$ cat src/rtl/hack_pkg.sv
// Shared Hack platform constants and the UART receiver state encoding.
package hack_pkg;
  localparam int RAM_WORDS = 4096;
  localparam int LED_ADDR  = 8192;
  localparam int BUT_ADDR  = 8193;

  typedef enum logic [1:0] {IDLE, START, DATA, STOP} rx_state_t;
endpackage

$ cat src/rtl/uart_rx_byte.sv
// 8N1 UART byte receiver: 2-FF synchronizer, mid-bit sampling FSM, LSB-first shift register.
// byte_valid / frame_bad are single-cycle pulses decoded on the stop-sample cycle.
module uart_rx_byte
  import hack_pkg::*;
#(
  parameter int CLKS_PER_BIT = 217
) (
  input  logic       clk,
  input  logic       rst_n,
  input  logic       rx,
  output logic       byte_valid,
  output logic [7:0] byte_data,
  output logic       frame_bad,
  output rx_state_t  state
);
  localparam int CW = $clog2(CLKS_PER_BIT);
  localparam logic [CW-1:0] FULL_CNT = CW'(CLKS_PER_BIT - 1);
  localparam logic [CW-1:0] HALF_CNT = CW'(CLKS_PER_BIT / 2 - 1);

  logic            r_rx_meta;
  logic            r_rx_sync;
  rx_state_t       r_state;
  logic [CW-1:0]   r_cnt;
  logic [2:0]      r_bit_idx;
  logic [7:0]      r_shift;
  logic            w_tick;

  always_ff @(posedge clk or negedge rst_n) begin
    if (!rst_n) begin
      r_rx_meta <= 1'b1;
      r_rx_sync <= 1'b1;
    end else begin
      r_rx_meta <= rx;
      r_rx_sync <= r_rx_meta;
    end
  end

  assign w_tick = (r_cnt == FULL_CNT);

  always_ff @(posedge clk or negedge rst_n) begin
    if (!rst_n) begin
      r_state   <= IDLE;
      r_cnt     <= '0;
      r_bit_idx <= '0;
      r_shift   <= '0;
    end else begin
      case (r_state)
        IDLE: begin
          r_cnt <= '0;
          if (!r_rx_sync) r_state <= START;
        end
        START: begin
          // Half a bit in: a line that went high again was only a glitch.
          if (r_cnt == HALF_CNT) begin
            r_cnt     <= '0;
            r_bit_idx <= '0;
            r_state   <= r_rx_sync ? IDLE : DATA;
          end else begin
            r_cnt <= r_cnt + 1'b1;
          end
        end
        DATA: begin
          if (w_tick) begin
            r_cnt   <= '0;
            r_shift <= {r_rx_sync, r_shift[7:1]};
            if (r_bit_idx == 3'd7) r_state <= STOP;
            else                   r_bit_idx <= r_bit_idx + 1'b1;
          end else begin
            r_cnt <= r_cnt + 1'b1;
          end
        end
        STOP: begin
          if (w_tick) begin
            r_cnt   <= '0;
            r_state <= IDLE;
          end else begin
            r_cnt <= r_cnt + 1'b1;
          end
        end
        default: r_state <= IDLE;
      endcase
    end
  end

  assign byte_valid = (r_state == STOP) && w_tick && r_rx_sync;
  assign frame_bad  = (r_state == STOP) && w_tick && !r_rx_sync;
  assign byte_data  = r_shift;
  assign state      = r_state;
endmodule

$ cat src/rtl/uart_loader.sv
// UART boot loader: pairs received bytes into 16-bit words (high byte first) and
// writes them to consecutive RAM addresses from 0 until the last word is written.
module uart_loader #(
  parameter int CLKS_PER_BIT = 217,
  parameter int RAM_WORDS    = hack_pkg::RAM_WORDS
) (
  input  logic                clk,
  input  logic                rst_n,
  input  logic                rx,
  input  logic                start,
  output logic [15:0]         address,
  output logic [15:0]         dataW,
  output logic                load,
  output logic                active,
  output logic                full,
  output logic                frame_err,
  output hack_pkg::rx_state_t dbg_rx_state
);
  localparam int AW = (RAM_WORDS > 1) ? $clog2(RAM_WORDS) : 1;
  localparam logic [AW-1:0] LAST_ADDR = AW'(RAM_WORDS - 1);

  logic          w_byte_valid;
  logic [7:0]    w_byte_data;
  logic          w_frame_bad;

  logic [AW-1:0] r_addr;
  logic [15:0]   r_data;
  logic          r_load;
  logic          r_active;
  logic          r_full;
  logic          r_frame_err;
  logic          r_phase_low;

  uart_rx_byte #(.CLKS_PER_BIT(CLKS_PER_BIT)) u_rx (
    .clk        (clk),
    .rst_n      (rst_n),
    .rx         (rx),
    .byte_valid (w_byte_valid),
    .byte_data  (w_byte_data),
    .frame_bad  (w_frame_bad),
    .state      (dbg_rx_state)
  );

  always_ff @(posedge clk or negedge rst_n) begin
    if (!rst_n) begin
      r_addr      <= '0;
      r_data      <= '0;
      r_load      <= 1'b0;
      r_active    <= 1'b0;
      r_full      <= 1'b0;
      r_frame_err <= 1'b0;
      r_phase_low <= 1'b0;
    end else begin
      r_load <= 1'b0;
      if (start) begin
        r_addr      <= '0;
        r_phase_low <= 1'b0;
        r_full      <= 1'b0;
        r_frame_err <= 1'b0;
        r_active    <= 1'b1;
      end else begin
        // The address advances the cycle after the strobe; the last word saturates.
        if (r_load) begin
          if (r_addr == LAST_ADDR) begin
            r_full   <= 1'b1;
            r_active <= 1'b0;
          end else begin
            r_addr <= r_addr + 1'b1;
          end
        end
        if (w_frame_bad) begin
          r_frame_err <= 1'b1;
          r_phase_low <= 1'b0;
        end else if (w_byte_valid && r_active && !r_full) begin
          if (!r_phase_low) begin
            r_data[15:8] <= w_byte_data;
            r_phase_low  <= 1'b1;
          end else begin
            r_data[7:0]  <= w_byte_data;
            r_load       <= 1'b1;
            r_phase_low  <= 1'b0;
          end
        end
      end
    end
  end

  assign address   = 16'(r_addr);
  assign dataW     = r_data;
  assign load      = r_load;
  assign active    = r_active;
  assign full      = r_full;
  assign frame_err = r_frame_err;
endmodule

$ cat config.mk
export PLATFORM = sky130hd
export DESIGN_NAME = uart_loader
export DESIGN_NICKNAME = d
export VERILOG_FILES = /design/src/rtl/hack_pkg.sv /design/src/rtl/uart_rx_byte.sv /design/src/rtl/uart_loader.sv
export SDC_FILE = /design/constraint.sdc
export NUM_CORES = 1
export LEC_CHECK = 0
export CAP_MARGIN = 5
export CORE_MARGIN = 1
export CORE_UTILIZATION = 34
export CTS_CLUSTER_DIAMETER = 40
export DETAILED_ROUTE_END_ITERATION = 10
export PLACE_DENSITY_LB_ADDON = 0.25
export SYNTH_ARGS = -nofsm -noshare
export SYNTH_HDL_FRONTEND = slang
export SYNTH_SLANG_ARGS = --single-unit
$ cat constraint.sdc
create_clock -name clk -period 2.7 [get_ports clk]
set_clock_uncertainty 0.2 [all_clocks]
set_input_delay 0.54 -clock clk [delete_from_list [all_inputs] [get_ports clk]]
set_output_delay 0.54 -clock clk [all_outputs]
set_load 0.02 [all_outputs]
==> results of run 1 <==
cells in the final DEF (no fill, tap or decap), types with 3 or more instances in the layout:
cell type,count
dfrtp_1,54
clkdlybuf4s50_1,36
nor2_1,22
mux2_4,16
mux2_2,11
a21oi_1,10
nand2_1,9
nand3_1,8
inv_1,7
xnor2_1,7
or3_1,7
buf_4,6
nand4_1,5
ha_1,5
clkbuf_8,5
nor4_1,4
xor2_1,4
conb_1,4
o21ai_0,3
final cells by class:
class | instances | area, sq um | area share (%)
clock inverters | 3 | 26.28 | 0.8264
clock buffers | 5 | 68.82 | 2.165
well taps | 99 | 123.9 | 3.896
repair buffers | 44 | 420.4 | 13.22
multi-input cells | 144 | 1110 | 34.91
inverters | 7 | 26.28 | 0.8264
flip-flops and latches | 56 | 1404 | 44.16
cell usage after synthesis, types with 3 or more instances:
| master | count | area (sq um) |
|---|---|---|
| dfrtp_1 | 54 | 1351 |
| nor2_1 | 22 | 82.58 |
| mux2_4 | 16 | 240.2 |
| mux2_2 | 11 | 123.9 |
| a21oi_1 | 10 | 50.05 |
| nand2_1 | 9 | 33.78 |
| nand3_1 | 8 | 40.04 |
| inv_1 | 7 | 26.28 |
| or3_1 | 7 | 43.79 |
| xnor2_1 | 7 | 61.31 |
| ha_1 | 5 | 62.56 |
| nand4_1 | 5 | 31.28 |
| buf_4 | 4 | 30.03 |
| nor4_1 | 4 | 25.02 |
| xor2_1 | 4 | 35.03 |
| buf_6 | 3 | 33.78 |
| o21ai_0 | 3 | 15.01 |
worst min path at each step:
stage | start | end | cells after the start | slack, ns
final | u_rx.r_rx_meta$_DFF_PN1_ | u_rx.r_rx_sync$_DFF_PN1_ | 0 | 0.16
after detailed placement | u_rx.r_rx_meta$_DFF_PN1_ | u_rx.r_rx_sync$_DFF_PN1_ | 0 | 0.15
after global routing | u_rx.r_rx_meta$_DFF_PN1_ | u_rx.r_rx_sync$_DFF_PN1_ | 0 | 0.17
after CTS | u_rx.r_rx_meta$_DFF_PN1_ | u_rx.r_rx_sync$_DFF_PN1_ | 0 | 0.17
after global placement | u_rx.r_rx_meta$_DFF_PN1_ | u_rx.r_rx_sync$_DFF_PN1_ | 0 | 0.15
after floorplan | rst_n | async pin | 0 | 0.04
layer usage:
layer  share of wire, %  vias up
met3                2.7        8
met4                1.6        0
met2                 48       26
li1                   -      838
met5                  0        -
met1                 48      847
sequential cells by signal, summed over array words and instances, names as in the netlist, named ones only:
| signal | flops |
|---|---|
| r_addr | 12 |
| u_rx.byte_data | 8 |
| u_rx.r_cnt | 8 |
| u_rx.r_bit_idx | 3 |
| active | 1 |
| full | 1 |
| r_phase_low | 1 |
| u_rx.state | 1 |
| frame_err | 1 |
| load | 1 |
| u_rx.r_rx_meta | 1 |
| dataW | 16 |
| u_rx.r_rx_sync | 1 |
power groups by stage:
stage,logic [mW],registers [mW],clock network (mW)
after CTS,0.0404,0.846,0.501
final,0.0379,0.845,0.476
after floorplan,0.0169,0.861,0
after detailed placement,0.0395,0.862,0
after global routing,0.0453,0.847,0.527
after global placement,0.0390,0.862,0
cell families (layout without fill, tap and decap cells):
| family | after synthesis | in the layout |
|---|---|---|
| AOI/OAI and AO/OA | 24 | 24 |
| buffers and inverters | 16 | 59 |
| other | 1 | 4 |
| and+or+nand+nor | 72 | 72 |
| muxes | 28 | 28 |
| xor gates and xnor gates | 11 | 11 |
| DFF | 56 | 56 |
| adders and majority gates | 5 | 5 |
per-stage QoR:
step | hold slack [ns] | util (%) | total power, mW
floorplan | 0.04441 | - | 0.8778
global placement | 0.1469 | 41.94 | 0.9006
detailed placement | 0.1497 | 41.94 | 0.9014
CTS | 0.1653 | 43.37 | 1.387
global route | 0.1713 | 43.37 | 1.419
finish | 0.1642 | 43.37 | 1.359
==> flow_summary.toml, run 1 <==
[setup_path]
r2r_slack_ns = 0.40
crit_slowest_cell = "or4_4"
critPathTopFamily = "simple AND/OR/NAND/NOR gates"
critPathMaxFanout = 8
critPathCapture = "dataW[1]$_DFFE_PN0P_"
critPathLaunch = "u_rx.r_cnt[0]$_DFF_PN0_"
worstPathRequired_ns = 2.71
ff2ff_path_depth = 6
cpPeakStageDelay_ns = 0.60
timing.rr.end = "dataW[1]$_DFFE_PN0P_"
path_depth = 6
critical_path_buf_inv_count = 1
path_cells = "inv_1, ha_1, nand4b_1, or2_1, or4_4, mux2_4"
crit_arrival_ns = 2.31
r2r-start = "u_rx.r_cnt[0]$_DFF_PN0_"
critical_path_class = "reg -> reg"
worst_setup_path_end_kind = "register"
start_kind = "register"

[grt]
grt_pass1_vias = 1651
use_met3_pct = 3.047
met1_usage_pct = 17.44
grt-ovfl-total = 0
gr-max-usage-layer = "met2"
antenna_found_initial = 0
grt_usage_pct = 13.27
grt_pass1_wl_microns = 8004
use_met2_pct = 21.51
grt_max_degree = 25

[floorplan]
start_util_pct = 35.47
coreArea_sq_um = 7331
die_width_microns = 89.45
dieArea_sq_um = 8000
num_rows = 31
io_pins = 42
die_h_microns = 89.45

[cts]
cts_tree = "built"
clock_path_buffers = 2
clock-root-buffer = "clkbuf_8"
cts-htree-levels = 2
post-cts-setup-buffers = 0
clock_latency_ns = 0.32
hold_buffers = 1
cts_buffers = 5
cts_resized = 0
clock_sinks = 56
clk_pin_slew_ns = 0.10

[logic_synthesis]
synth_edf_count = 0
synthCells = 213
synth-compound-area-share_pct = 6.304
synth_xor_area_share_pct = 3.705
avgSynthCellArea_sq_um = 12.21
muxShareOfSynthArea_pct = 14.39
synth_cell_types = 42
ys_async_sr_fraction_pct = 100.0
synth_simple_gate_area_share_pct = 15.30
netlist_area_sq_um = 2600
synth_top_family_by_area = "simple AND/OR/NAND/NOR gates"
yosysSeqAreaShare_pct = 53.99
yosysWarnings = 0
ys_ff_latch = 56
synthAdderAreaFrac_pct = 2.406
ys.flop_type = "dfrtp_1"

[power_and_ir_drop]
internal-power_mw = 1.041
peakVddDrop_mv = 0.2059
clkPwrFrac_pct = 35.0
p_sw_share_pct = 23.39
pwr-share-comb_pct = 2.8
p_sw_uw = 318.0
seqPwrFrac_pct = 62.2
p_per_area_nw_per_um2 = 427.6
leakage_nw = 1.427

[routing]
wl_per_cell_microns = 13.06
ant_nets = 0
drcViolationCount = 0
routed_wl_microns = 4675
vias_per_cell = 4.802
drt_iter0_drc = 41
vias = 1719
first_pass_iters = 4

[placement]
dp_cells = 349
dpl-instance-area_sq_um = 3074
port_buffers = 37
dp_hpwl_microns = 3449
pre_cts_ws_ns = 0.3542
gp_congestion = 0.8080

[hold_path]
hold_path_class = "reg -> reg"

[flow_run]
maxCapViolations = 0

[sta]
setup_ws_ns = 0.3956
finalSetupViolations = 0
final.min_clock_period_ns = 2.304
fin_tns_setup_ns = 0
rsz0062_at_grt = "no"
tightest_slew_ns = 0.7186
max_freq_mhz = 433.9
hold_violations = 0
finalCritPeriodShare_pct = 85.35
slew_headroom_pct = 51.80
slew_violations = 0

[finish]
design_area_sq_um = 3179
layout-drive-gt1-share_pct = 19.31
nets = 267
fillerInstances = 693
syn_to_final_growth_pct = 22.28
antennaDiodeCount = 0
final_cells = 358

[status]
status = "complete, no violations"
Power figures use the tool's default switching activity.
==> run 2: changes to the inputs <==
--- a/config.mk
+++ b/config.mk
@@ -10,6 +10,7 @@
 export CORE_UTILIZATION = 34
 export CTS_CLUSTER_DIAMETER = 40
 export DETAILED_ROUTE_END_ITERATION = 10
+export MAX_ROUTING_LAYER = met4
 export PLACE_DENSITY_LB_ADDON = 0.25
 export SYNTH_ARGS = -nofsm -noshare
 export SYNTH_HDL_FRONTEND = slang
==> run 2 against run 1 <==
Effect of this change: core utilization stayed put; sequential share of layout area stayed put; global-route usage is 0.48 points higher; routed wire length is 0.15% higher; sequential power hardly changed; die area stayed put; setup slack hardly changed; clock power hardly changed; via count hardly changed; design area stayed put.
==> flow_summary.toml, run 2 (synthesis results as in run 1) <==
[power_and_ir_drop]
p_sw_uw = 317.8
seqPwrFrac_pct = 62.2
p_sw_share_pct = 23.38
peakVddDrop_mv = 0.2059
internal-power_mw = 1.041
leakage_nw = 1.427
p_per_area_nw_per_um2 = 427.5
pwr-share-comb_pct = 2.8
clkPwrFrac_pct = 35.0

[setup_path]
start_kind = "register"
crit_arrival_ns = 2.32
critical_path_class = "reg -> reg"
worst_setup_path_end_kind = "register"
worstPathRequired_ns = 2.72
critPathMaxFanout = 8

[sta]
fin_tns_setup_ns = 0
max_freq_mhz = 433.9
setup_ws_ns = 0.3952
finalSetupViolations = 0
finalCritPeriodShare_pct = 85.36
slew_violations = 0
hold_violations = 0
slew_headroom_pct = 51.80
rsz0062_at_grt = "no"
final.min_clock_period_ns = 2.305
tightest_slew_ns = 0.7186

[routing]
routed_wl_microns = 4682
ant_nets = 0
wl_per_cell_microns = 13.08
drcViolationCount = 0
drt_iter0_drc = 32
first_pass_iters = 4
vias_per_cell = 4.799
vias = 1718

[placement]
port_buffers = 37
dp_hpwl_microns = 3449
pre_cts_ws_ns = 0.3542
dp_cells = 349
gp_congestion = 0.8199

[finish]
ff_latch_area_sq_um = 1404
multiInputGateArea_sq_um = 1110
fillerInstances = 693
syn_to_final_growth_pct = 22.28
largest_reg_flops = 16
nets = 267
utilization_pct = 43.37
antennaDiodeCount = 0
layout-drive-gt1-share_pct = 19.31
final_cells = 358
final_cell_mix = "dfrtp_1, clkdlybuf4s50_1, nor2_1"
layout_commonest_cell = "dfrtp_1"

[cts]
clock-root-buffer = "clkbuf_8"
clock_latency_ns = 0.32
clk_pin_slew_ns = 0.11
cts_tree = "built"
hold_buffers = 1
cts_buffers = 5
post-cts-setup-buffers = 0
clock_sinks = 56
cts_resized = 0
cts-htree-levels = 2
clock_path_buffers = 2

[floorplan]
num_rows = 31
die_h_microns = 89.45
die_width_microns = 89.45
dieArea_sq_um = 8000
coreArea_sq_um = 7331
io_pins = 42
start_util_pct = 35.47

[hold_path]
hold_path_class = "reg -> reg"

[status]
status = "complete, no violations"

[grt]
grt-ovfl-total = 0
grt_pass1_vias = 1661
antenna_found_initial = 0
grt_pass1_wl_microns = 8017
grt_max_degree = 25
grt_usage_pct = 13.74

[flow_run]
maxCapViolations = 0
==> run 2: area by class of cell <==
cell class	count	share of cell area, %
clock buffer	5	2.165
clock inverter	3	0.8264
inverter	7	0.8264
multi-input combinational	144	34.91
sequential	56	44.16
tap	99	3.896
timing repair buffer	44	13.22
==> run 2: layer usage <==
| metal | vias up | global-route usage [%] | part of all wire [%] |
|---|---|---|---|
| li1 | 838 | - | - |
| met5 | - | - | 0 |
| met3 | 7 | 3.878 | 3.2 |
| met2 | 26 | 21.58 | 48 |
| met1 | 847 | 17.38 | 48 |
| met4 | 0 | 3.896 | 1.3 |
==> run 2: path summary, 6_finish.rpt <==
path | slack (ns) | cells after the start | endpoint | start
setup / recovery | 0.40 | 6 | dataW[14]$_DFFE_PN0P_ | u_rx.r_cnt[0]$_DFF_PN0_
hold / removal | 0.16 | 0 | u_rx.r_rx_sync$_DFF_PN1_ | u_rx.r_rx_meta$_DFF_PN1_
setup reg to reg | 0.40 | 6 | dataW[14]$_DFFE_PN0P_ | u_rx.r_cnt[0]$_DFF_PN0_
hold reg to reg | 0.16 | 0 | u_rx.r_rx_sync$_DFF_PN1_ | u_rx.r_rx_meta$_DFF_PN1_
max in group asynchronous | 1.18 | 3 | u_rx.r_rx_meta$_DFF_PN1_ | rst_n
min in group asynchronous | 0.51 | 2 | r_addr[0]$_DFFE_PN0P_ | rst_n
==> run 2: through the flow <==
step | area [sq um] | hold WS [ns] | power (mW)
2_1_floorplan | 2611 | 0.04441 | 0.8778
3_3_place_gp | 3074 | 0.1469 | 0.9006
3_5_place_dp | 3074 | 0.1497 | 0.9014
4_1_cts | 3179 | 0.1653 | 1.387
5_1_grt | 3179 | 0.1713 | 1.423
6_report | 3179 | 0.1642 | 1.359
==> run 2: power by group through the flow <==
stage          clock [mW]  sequential, mW  combinational (mW)
5_1_grt             0.531           0.847              0.0453
4_1_cts             0.501           0.846              0.0404
3_5_place_dp            0           0.862              0.0395
3_3_place_gp            0           0.862              0.0390
2_1_floorplan           0           0.861              0.0169
6_report            0.476           0.845              0.0379
==> run 2: critical path, cell delays in order (launching register included) <==
cell	delay, ns
dfrtp_1	0.43
inv_1	0.07
ha_1	0.14
nand4b_1	0.15
or2_1	0.27
or4_4	0.60
mux2_4	0.34
==> run 3: changes to the inputs <==
--- a/config.mk
+++ b/config.mk
@@ -5,10 +5,11 @@
 export SDC_FILE = /design/constraint.sdc
 export NUM_CORES = 1
 export LEC_CHECK = 0
+export ABC_AREA = 1
 export CAP_MARGIN = 5
 export CORE_MARGIN = 1
-export CORE_UTILIZATION = 34
-export CTS_CLUSTER_DIAMETER = 40
+export CORE_UTILIZATION = 50
+export CTS_CLUSTER_DIAMETER = 120
 export DETAILED_ROUTE_END_ITERATION = 10
 export MAX_ROUTING_LAYER = met4
 export PLACE_DENSITY_LB_ADDON = 0.25
==> run 3 against run 2 <==
Effect of this change: synthesized area up 5.6%; non-clock buffer count fell by 3; power decreased by 1.7%; via count increased by 28%.
==> flow_summary.toml, run 3 <==
[status]
status = "complete, no violations"

[finish]
antennaDiodeCount = 0
layout-drive-gt1-share_pct = 7.775
nets = 381
final_cell_mix = "nand2_1, dfrtp_1, clkdlybuf4s50_1"
largest_reg_flops = 16
syn_to_final_growth_pct = 18.60
final_cells = 443
fillerInstances = 454
layout_commonest_cell = "nand2_1"

[sta]
hold_violations = 0
max_freq_mhz = 443.2
rsz0062_at_grt = "no"
fin_tns_setup_ns = 0
whs_ns = 0.1646
finalCritPeriodShare_pct = 83.56
final.min_clock_period_ns = 2.256
setup_ws_ns = 0.4437
slew_violations = 0
finalSetupViolations = 0
tightest_slew_ns = 0.6013
slew_headroom_pct = 59.78

[floorplan]
die_width_microns = 76.10
dieArea_sq_um = 5790
die_h_microns = 76.10
num_rows = 26
start_util_pct = 52.74
io_pins = 42
coreArea_sq_um = 5205

[routing]
first_pass_iters = 4
vias = 2197
routed_wl_microns = 5291
wl_per_cell_microns = 11.94
drcViolationCount = 0
drt_iter0_drc = 116
ant_nets = 0
vias_per_cell = 4.959

[placement]
port_buffers = 37
pre_cts_ws_ns = 0.5489
dp_hpwl_microns = 3900
gp_congestion = 0.8659
dp_cells = 434

[power_and_ir_drop]
seqPwrFrac_pct = 63.0
internal-power_mw = 1.035
p_per_area_nw_per_um2 = 410.5
peakVddDrop_mv = 0.2833
pwr-share-comb_pct = 3.3
p_sw_uw = 301.4
p_sw_share_pct = 22.55
leakage_nw = 1.540
clkPwrFrac_pct = 33.8
power_mw = 1.337

[logic_synthesis]
ys.flop_type = "dfrtp_1"
yosysSeqAreaShare_pct = 51.14
synth_largest_area_cell = "dfrtp_1"
synth_top_area_share_pct = 49.23
synthCells = 332
netlist_area_sq_um = 2745
yosys-top-cells-area = "dfrtp_1, nand2_1, nand3_1, inv_1, nor2_1"
yosysWarnings = 0
synth_edf_count = 0
ys_async_sr_fraction_pct = 100.0
synth_most_common_cell = "nand2_1"
synth_common_cells = "nand2_1, dfrtp_1, inv_1"
ys_ff_latch = 56
synth_cell_types = 31
avgSynthCellArea_sq_um = 8.268

[cts]
cts-htree-levels = 2
clock_latency_ns = 0.31
clock_path_buffers = 2
clock-root-buffer = "clkbuf_8"
cts_tree = "built"
cts_buffers = 5
clock_sinks = 56
clk_pin_slew_ns = 0.10
cts_resized = 0

[setup_path]
crit_arrival_ns = 1.52
critPathCapture = "load"
critPathLaunch = "load$_DFF_PN0_"
critPathMaxFanout = 8
critPathTopFamily = "buffers and inverters"
timing.rr.end = "u_rx.r_bit_idx[0]$_DFFE_PN0P_"
crit_slowest_cell = "clkdlybuf4s50_1"
r2r-start = "u_rx.r_cnt[0]$_DFF_PN0_"
critical_path_class = "reg -> out"
worstPathRequired_ns = 1.96
worst_setup_path_end_kind = "primary output"
start_kind = "register"
ff2ff_path_depth = 8
r2r_slack_ns = 0.74
cpPeakStageDelay_ns = 0.67
path_cells = "clkdlybuf4s50_1"
path_depth = 1
critical_path_buf_inv_count = 1

[grt]
grt-ovfl-total = 0
grt_max_degree = 22
grt_usage_pct = 20.72
grt_pass1_vias = 2091
grt_pass1_wl_microns = 9384
antenna_found_initial = 0

[hold_path]
hold_path_class = "reg -> reg"

[flow_run]
maxCapViolations = 0
==> run 3: repair_timing <==
item                      in CTS  in global routing
buffers inserted               0                  0
hold endpoints to repair      15                  0
hold buffers                   1                  0
==> run 3: area by class of cell <==
cell class / instances / area (sq um) / share of cell area (%)
clock buffer: 6 / 72.57 / 2.229
clock inverter: 2 / 16.27 / 0.4996
inverter: 34 / 127.6 / 3.920
multi-input combinational: 234 / 1150 / 35.32
sequential: 56 / 1404 / 43.12
tap: 70 / 87.58 / 2.690
timing repair buffer: 41 / 397.9 / 12.22
==> run 3: power by group through the flow <==
stage	clock (mW)	combinational, mW	sequential, mW
final	0.451	0.0437	0.842
after global placement	0	0.0435	0.858
after CTS	0.473	0.0454	0.842
after detailed placement	0	0.0443	0.858
after floorplan	0	0.0237	0.858
after global routing	0.511	0.0508	0.842
==> run 3: how the worst min path moves through the flow <==
stage | startpoint | endpoint | slack [ns] | cells past startpoint
detailed placement | u_rx.r_rx_meta$_DFF_PN1_ | u_rx.r_rx_sync$_DFF_PN1_ | 0.15 | 0
CTS | u_rx.r_rx_meta$_DFF_PN1_ | u_rx.r_rx_sync$_DFF_PN1_ | 0.17 | 0
global placement | u_rx.r_rx_meta$_DFF_PN1_ | u_rx.r_rx_sync$_DFF_PN1_ | 0.15 | 0
finish | u_rx.r_rx_meta$_DFF_PN1_ | u_rx.r_rx_sync$_DFF_PN1_ | 0.16 | 0
floorplan | rst_n | async pin | 0.04 | 0
global route | u_rx.r_rx_meta$_DFF_PN1_ | u_rx.r_rx_sync$_DFF_PN1_ | 0.17 | 0
==> run 3: kinds of logic after synthesis <==
logic type | after synthesis | synth area share [%]
AOI/OAI and AO/OA | 29 | 6.245
xor gates and xnor gates | 4 | 1.276
adders and majority gates | 5 | 2.279
buffers and inverters | 45 | 7.384
DFF | 56 | 51.14
other | 1 | 0.1366
and+or+nand+nor | 192 | 31.54
==> run 3: metrics by stage <==
stage / area [sq um] / util [%]
2_1_floorplan: 2756 / -
3_3_place_gp: 3157 / 60.65
3_5_place_dp: 3157 / 60.65
4_1_cts: 3256 / 62.55
5_1_grt: 3256 / 62.55
6_report: 3256 / 62.55
==> run 3: per-layer routing <==
metal | part of all wire, % | track usage [%] | wire [microns]
met2 | 48 | 33.45 | 2531
met1 | 48 | 27.10 | 2556
met5 | 0 | - | 0
met4 | 1.0 | 5.577 | 53
met3 | 2.8 | 3.713 | 149
